$ cat src/rtl/speed_block_avg.sv
// speed_block_avg: multi-channel integrate-and-dump averager for the wind-speed path.
// One sample set per endata strobe is added into NCH accumulators, one channel per
// clock through a single shared adder. After 2^len sets the block is dumped as
// acc >>> len, with a one-clock douten pulse. Strobes that arrive while busy are
// dropped and flagged on smiss.
// Optional build macro: SPEED_BLOCK_AVG_ROUND_EN (round half up instead of
// truncating toward minus infinity at dump time).
module speed_block_avg #(
    parameter int NCH    = 2,
    parameter int DW     = 16,
    parameter int LENMIN = 6,
    parameter int LENMAX = 11
) (
    input  logic              clock,
    input  logic              reset,
    input  logic              endata,
    input  logic [NCH*DW-1:0] din,
    input  logic [3:0]        meanlen,
    output logic [NCH*DW-1:0] dout,
    output logic              douten,
    output logic              busy,
    output logic              smiss
);

    // LENMAX guard bits make a full block of extreme samples (plus the
    // rounding bias) fit without wrapping.
    localparam int AW = DW + LENMAX;
    localparam int KW = (NCH > 1) ? $clog2(NCH) : 1;
    localparam int CW = LENMAX;

    typedef enum logic [1:0] {
        IDLE,
        ACC,
        DUMP
    } state_t;

    // Requested log2 length forced into the supported range.
    function automatic logic [3:0] clamp_len(input logic [3:0] m);
        if (int'(m) < LENMIN) begin
            return 4'(LENMIN);
        end else if (int'(m) > LENMAX) begin
            return 4'(LENMAX);
        end else begin
            return m;
        end
    endfunction

    state_t                 state_reg;
    state_t                 state_next;
    logic [KW-1:0]          k_reg;
    logic [CW-1:0]          count_reg;
    logic [3:0]             len_reg;
    logic signed [DW-1:0]   snap_reg [NCH];
    logic signed [AW-1:0]   acc_reg  [NCH];
    logic signed [DW-1:0]   dout_reg [NCH];
    logic                   douten_reg;
    logic                   smiss_reg;

    logic signed [DW-1:0]   din_ch   [NCH];
    logic signed [DW-1:0]   dump_val [NCH];
    logic signed [AW-1:0]   acc_sel;
    logic signed [DW-1:0]   snap_sel;
    logic signed [AW-1:0]   acc_sum;
    logic [CW-1:0]          count_limit;
    logic                   last_chan;
    logic                   block_done;

    // Per-channel unpacking of the input bus, dump arithmetic and output packing.
    generate
        for (genvar gi = 0; gi < NCH; gi++) begin : g_ch
            logic signed [AW-1:0] biased_w;

            assign din_ch[gi] = din[gi*DW +: DW];

`ifdef SPEED_BLOCK_AVG_ROUND_EN
            // Adding half an LSB of the result before the floor shift gives
            // round-half-up; the guard bits keep this add from wrapping.
            assign biased_w = acc_reg[gi] + (AW'(1) << (len_reg - 4'd1));
`else
            assign biased_w = acc_reg[gi];
`endif

            // Average of DW-bit samples always fits back into DW bits.
            assign dump_val[gi] = DW'(biased_w >>> len_reg);
            assign dout[gi*DW +: DW] = dout_reg[gi];
        end
    endgenerate

    // Shared adder: the channel selected by k is the only one updated this clock.
    always_comb begin
        acc_sel     = acc_reg[k_reg];
        snap_sel    = snap_reg[k_reg];
        acc_sum     = acc_sel + {{LENMAX{snap_sel[DW-1]}}, snap_sel};
        // 2^len - 1 without overflowing CW bits when len == LENMAX.
        count_limit = ~({CW{1'b1}} << len_reg);
        last_chan   = (k_reg == KW'(NCH - 1));
        block_done  = (count_reg == count_limit);
    end

    // Next-state logic.
    always_comb begin
        state_next = state_reg;
        unique case (state_reg)
            IDLE: begin
                if (endata) begin
                    state_next = ACC;
                end
            end
            ACC: begin
                if (last_chan) begin
                    state_next = block_done ? DUMP : IDLE;
                end
            end
            DUMP: begin
                state_next = IDLE;
            end
            default: begin
                state_next = IDLE;
            end
        endcase
    end

    // State register.
    always_ff @(posedge clock) begin
        if (reset) begin
            state_reg <= IDLE;
        end else begin
            state_reg <= state_next;
        end
    end

    // Datapath: snapshot, accumulate, dump, and the one-clock status pulses.
    always_ff @(posedge clock) begin
        if (reset) begin
            k_reg      <= '0;
            count_reg  <= '0;
            len_reg    <= clamp_len(meanlen);
            douten_reg <= 1'b0;
            smiss_reg  <= 1'b0;
            for (int i = 0; i < NCH; i++) begin
                acc_reg[i]  <= '0;
                snap_reg[i] <= '0;
                dout_reg[i] <= '0;
            end
        end else begin
            douten_reg <= (state_reg == DUMP);
            // Any strobe seen outside IDLE is dropped without touching the block.
            smiss_reg  <= endata && (state_reg != IDLE);
            unique case (state_reg)
                IDLE: begin
                    if (endata) begin
                        for (int i = 0; i < NCH; i++) begin
                            snap_reg[i] <= din_ch[i];
                        end
                        k_reg <= '0;
                    end
                end
                ACC: begin
                    acc_reg[k_reg] <= acc_sum;
                    if (!last_chan) begin
                        k_reg <= k_reg + KW'(1);
                    end else if (!block_done) begin
                        count_reg <= count_reg + CW'(1);
                    end
                end
                DUMP: begin
                    for (int i = 0; i < NCH; i++) begin
                        dout_reg[i] <= dump_val[i];
                        acc_reg[i]  <= '0;
                    end
                    count_reg <= '0;
                    k_reg     <= '0;
                    // A new length only ever applies from a block boundary.
                    len_reg   <= clamp_len(meanlen);
                end
                default: begin
                end
            endcase
        end
    end

    assign douten = douten_reg;
    assign smiss  = smiss_reg;
    assign busy   = (state_reg != IDLE);

endmodule

$ cat config.mk
export PLATFORM = sky130hd
export DESIGN_NAME = speed_block_avg
export DESIGN_NICKNAME = d
export VERILOG_FILES = /design/src/rtl/speed_block_avg.sv
export SDC_FILE = /design/constraint.sdc
export NUM_CORES = 1
export LEC_CHECK = 0
export BUFFER_PORTS_ARGS = -buffer_cell sky130_fd_sc_hd__buf_4
export CORE_ASPECT_RATIO = 1.2
export CORE_MARGIN = 5
export CORE_UTILIZATION = 60
export CTS_BUF_LIST = sky130_fd_sc_hd__clkbuf_4 sky130_fd_sc_hd__clkbuf_8
export CTS_CLUSTER_SIZE = 28
export DETAILED_ROUTE_END_ITERATION = 16
export HOLD_SLACK_MARGIN = 0.05
export MAX_ROUTING_LAYER = met4
export PLACE_DENSITY = 0.8
export SKIP_LAST_GASP = 1
export SYNTH_ARGS = -nofsm -noshare
export SYNTH_HDL_FRONTEND = slang
export SYNTH_SLANG_ARGS = --single-unit
$ cat constraint.sdc
create_clock -name clock -period 4.5 [get_ports clock]
set_clock_uncertainty 0.15 [all_clocks]
set_input_delay 0 -clock clock [delete_from_list [all_inputs] [get_ports clock]]
set_output_delay 0 -clock clock [all_outputs]
set_load 0.02 [all_outputs]
==> reports/results.ini, run 1 <==
[run_status]
status = finished, final reports clean

[place]
gp_congestion = 0.9823
hpwl_um = 17460
io_buffers = 73

[finish]
largest_register_ffs = 54
mostFrequentLayoutCells = edfxtp_1, buf_4, nand2_1, nor2_1, mux2i_1
mostFrequentLayoutCell = edfxtp_1
area_growth_pct = 14.57
nNetsFinal = 1118
antennaDiodeCount = 0
drive_above_1_share = 0.1866

[power]
p_leak_nw = 4.368
ir_drop_mv = 0.2425
p_total_w = 0.003608
power_per_cell_area_nw_per_um2 = 323.9

[synthesis]
synthesis.area_um2 = 9721
ys_seq_elements = 139
synth.avg_cell_area_um2 = 10.02
synthTopCellsByArea = edfxtp_1, mux2i_1, mux2_2
synth_largest_area_cell = edfxtp_1
synth_warnings = 0
synthFlopType = edfxtp_1
ys_seq_area_frac = 0.4119
synth_top_cell_area_share = 0.3769
async_reset_ff_frac = 0
synth-edff-count = 122
syn_inst = 970
syn_nets = 1040
synth.distinct_cells = 77

[drt]
vias = 8125
firstDrtPassIters = 6
vias_per_cell = 6.383
drtIter0Drc = 876
postRouteAntennaNets = 0
detail_route.wirelength_um = 23830
drc = 0
routedWlPerCell_um = 18.72

[floorplanning]
io_pins = 74
fp.coreArea_um2 = 16080
die_area_um2 = 18860
die_w_um = 126.2
rows = 51
die_h_um = 149.4
start_util = 0.6045

[clock_tree]
cts_max_path_buffers = 2
cts_setup_buffers = 0
cts_hold_buffers = 40
clock_latency_ns = 0.46
cts.sinks = 139
numCtsBuffers = 17
post_cts_resized = 0
cts_tree = yes
cts-root-buf = clkbuf_8
clkTransAtPathRegs_ns = 0.08
htreeDepth = 4

[setup_path]
r2r_slack_ns = 1.06
required_ns = 4.63
critPathArrivalTime_ns = 3.57
crit_fanout = 43
crit_type = flip-flop to flip-flop
crit_path_start_kind = flip-flop
crit_path_end_kind = flip-flop
timing.rr.end = acc_reg[1][17]
reg2reg_depth = 10

[hold_path]
min_path_cells = 2
whs_endpoint = len_reg[3]
holdCritStartpoint = meanlen[3]
hold_class = input pin to flip-flop

[timing]
setup_violations = 0
maxSlewHeadroom = 0.2235
rsz0062_at_grt = false
whs_ns = 0.1378
drv_slew = 0
hold_viol_final = 0
period_share = 0.7643
finalSetupTns_ns = 0
max_freq_mhz = 290.7
period_minus_slack_ns = 3.439
tightest_slew_ns = 1.165

[global_route]
grt_pass1_vias = 7542
grt_overflow = 0
antenna_found_initial = 0
track_usage = 0.2587
grt_max_degree = 55
grt_pass1_wl_um = 37950

[run]
maxCapViolCount = 0

==> where the power goes <==
part	leakage, nW	switching [W]	internal, W	total [W]
registers	1.42	0.0000601	0.00149	0.00155
logic	2.75	0.000624	0.000408	0.00103
clock network	0.199	0.000520	0.000501	0.00102
==> Yosys cell counts, drive strengths merged, types with 9 or more instances <==
cell    count
a211oi     32
a21o        9
a21oi      53
a311oi     17
and2       46
and3       13
buf        31
clkbuf     36
dfxtp      17
edfxtp    122
ha         30
inv        22
mux2       50
mux2i      70
mux4       11
nand2      82
nand3      12
nand4      12
nor2       72
nor2b      12
nor3       39
nor3b      12
o21ai      40
==> final cells by class <==
type / count / area (um2)
Tap cell: 212 / 265.3
Clock buffer: 17 / 234.0
Clock inverter: 15 / 162.7
Multi-Input combinational cell: 741 / 5325
Inverter: 23 / 86.33
Timing Repair Buffer: 126 / 1059
Sequential cell: 139 / 4005
Fill cell: 1263 / 4943
==> worst max-delay path, cell delays in order, from the launching register on <==
cell and delay, ns:
dfxtp_2 0.34, buf_12 0.24, mux2i_1 0.39, inv_1 0.09, ha_1 0.29, a21oi_1 0.08, o21ai_1 0.30, a31oi_1 0.24
nor3_1 0.73, nor3_1 0.18, nor3_1 0.22
==> logic make-up (layout without fill, tap and decap cells) <==
| family | after synthesis | after routing | synth area share |
|---|---|---|---|
| adder cells (fa/ha/maj) | 31 | 31 | 0.04067 |
| flip-flops | 139 | 139 | 0.4119 |
| AND/OR/NAND/NOR | 327 | 327 | 0.1684 |
| multiplexers | 131 | 131 | 0.1555 |
| XOR/XNOR | 13 | 13 | 0.01171 |
| buffers and inverters | 90 | 181 | 0.04080 |
| AO/OA/AOI/OAI | 239 | 239 | 0.1711 |
==> layer usage <==
metal	vias to the layer above	share of wire	track usage
met5	-	0	-
met4	0	0.029	0.1014
met3	59	0.060	0.03749
met2	337	0.48	0.4271
met1	3872	0.43	0.3242
li1	3857	-	-
==> metrics by stage <==
stage,setup WS [ns],cells,util,instance area [um2]
after global placement,1.161,1201,0.6430,10340
after CTS,1.130,1273,0.6926,11140
after detailed placement,1.142,1201,0.6430,10340
final,1.061,1273,0.6926,11140
after global routing,0.8851,1273,0.6926,11140
after floorplan,1.309,970,-,9721
==> how the worst max path moves through the flow <==
stage                                end  slack [ns]  depth (start not counted)
after floorplan           acc_reg[1][20]        1.31                         12
after global placement    acc_reg[1][20]        1.16                          9
after detailed placement  acc_reg[1][24]        1.14                         11
after CTS                 acc_reg[1][20]        1.13                          9
after global routing      acc_reg[0][17]        0.89                         10
final                     acc_reg[1][17]        1.06                         10
Power figures use the tool's default switching activity.
==> run 2, diff against run 1 <==
- clock period: 4.5 -> 3.45 ns (I/O delays scaled with it)
==> run 2 against run 1 <==
Worst hold slack improved by 0.0033 ns. Critical path type unchanged. Register-to-register slack worse by 0.92 ns. Critical endpoint is now acc_reg[0][19]. Core utilization up 1.6 points. Worst setup slack got worse by 0.92 ns. Largest cell class unchanged.
==> reports/results.ini, run 2 (synthesis gave the netlist of run 1 again) <==
[setup_path]
crit_path_start_kind = flip-flop
crit_type = flip-flop to flip-flop
crit_fanout = 16
crit_path_end_kind = flip-flop
critPathArrivalTime_ns = 3.46
required_ns = 3.60

[drt]
detail_route.wirelength_um = 24030
vias_per_cell = 6.203
firstDrtPassIters = 6
postRouteAntennaNets = 0
vias = 8076
drc = 0
routedWlPerCell_um = 18.45
drtIter0Drc = 851

[global_route]
track_usage = 0.2651
antenna_found_initial = 0
grt_overflow = 0
grt_pass1_vias = 7580
grt_max_degree = 49
grt_pass1_wl_um = 38980

[timing]
hold_viol_final = 0
setup_violations = 0
maxSlewHeadroom = 0.5557
max_freq_mhz = 301.9
drv_slew = 0
period_minus_slack_ns = 3.313
whs_ns = 0.1411
period_share = 0.9602
tightest_slew_ns = 0.6595
rsz0062_at_grt = true

[floorplanning]
die_h_um = 149.4
die_area_um2 = 18860
rows = 51
fp.coreArea_um2 = 16080
die_w_um = 126.2
start_util = 0.6045
io_pins = 74

[place]
numPlacedInstances = 1230
place_area_um2 = 10570
hpwl_um = 17460
io_buffers = 73
gp_congestion = 0.9875

[clock_tree]
clkTransAtPathRegs_ns = 0.09
cts-root-buf = clkbuf_8
cts_max_path_buffers = 2
htreeDepth = 4
cts_setup_buffers = 0
cts.sinks = 139
cts_tree = yes
numCtsBuffers = 17
clock_latency_ns = 0.46

[finish]
mostFrequentLayoutCells = edfxtp_1, buf_4, nand2_1, nor2_1, mux2i_1
mostFrequentLayoutCell = edfxtp_1
finalNonFillerCells = 1302
largest_register_ffs = 54
final_cell_area_um2 = 11390
drive_above_1_share = 0.2128
antennaDiodeCount = 0
area_growth_pct = 17.18
nNetsFinal = 1147

[hold_path]
hold_class = input pin to flip-flop

[power]
ir_drop_mv = 0.2986
power_per_cell_area_nw_per_um2 = 421.0
p_leak_nw = 4.496

[run_status]
status = finished, final reports clean

[run]
maxCapViolCount = 0

-- run 2: cell types whose count changed in the layout (fill, tap and decap cells not counted), sizes merged --
cell / previous run / this run
buf: 86 / 115
clkbuf: 17 / 18
clkinv: 7 / 4
clkinvlp: 2 / 3
inv: 27 / 28
-- run 2: repair_timing --
action / 4_1_cts / 5_1_grt
resized for setup: 0 / 8
endpoints found under the setup margin: 0 / 11
hold buffers: 40 / 0
endpoints found under the hold margin: 52 / 0
-- run 2: report_power, final --
group | total, W | leakage, nW | switching [W] | internal, W
sequential | 0.00203 | 1.42 | 0.0000852 | 0.00195
clock | 0.00135 | 0.195 | 0.000687 | 0.000663
combinational | 0.00141 | 2.88 | 0.000822 | 0.000589
-- run 2: final timing paths --
check,endpoint,slack (ns),cells past startpoint,startpoint
setup / recovery,acc_reg[0][19],0.14,11,flip-flop
hold / removal,len_reg[3],0.14,2,meanlen[3]
setup reg to reg,acc_reg[0][19],0.14,11,flip-flop
hold reg to reg,state_reg[1],0.34,2,state_reg[1]
-- run 2: critical path: stages (launching register included) --
cell and delay [ns]:
dfxtp_2 0.43, buf_12 0.18, buf_4 0.14, mux2_2 0.34
ha_1 0.39, a21oi_1 0.14, o211ai_1 0.29, o21ai_0 0.13
buf_4 0.17, o21ba_2 0.21, or3_1 0.39, a21oi_1 0.17
-- run 2: cell type report --
cell class | instances | area [um2]
repair buffers | 155 | 1289
flip-flops and latches | 139 | 4005
clock buffers | 18 | 241.5
multi-input cells | 741 | 5346
fillers | 1241 | 4690
well taps | 212 | 265.3
clock inverters | 14 | 157.7
inverters | 23 | 86.33
-- run 2: layer usage --
layer	up-vias	wire (um)	GRT usage
met2	300	11720	0.4308
met1	3812	10290	0.3419
met4	0	709	0.09174
met3	52	1307	0.04070
li1	3912	-	-
met5	-	0	-
-- run 2: stage by stage --
step / util / setup WS [ns] / total power [W] / TNS [ns]
floorplan: - / 0.2585 / 0.003002 / 0
global placement: 0.6573 / 0.2297 / 0.003390 / 0
detailed placement: 0.6573 / 0.1357 / 0.003408 / 0
CTS: 0.7070 / 0.08603 / 0.004776 / 0
global route: 0.7084 / -0.0002964 / 0.005011 / -0.0002964
finish: 0.7084 / 0.1374 / 0.004796 / 0
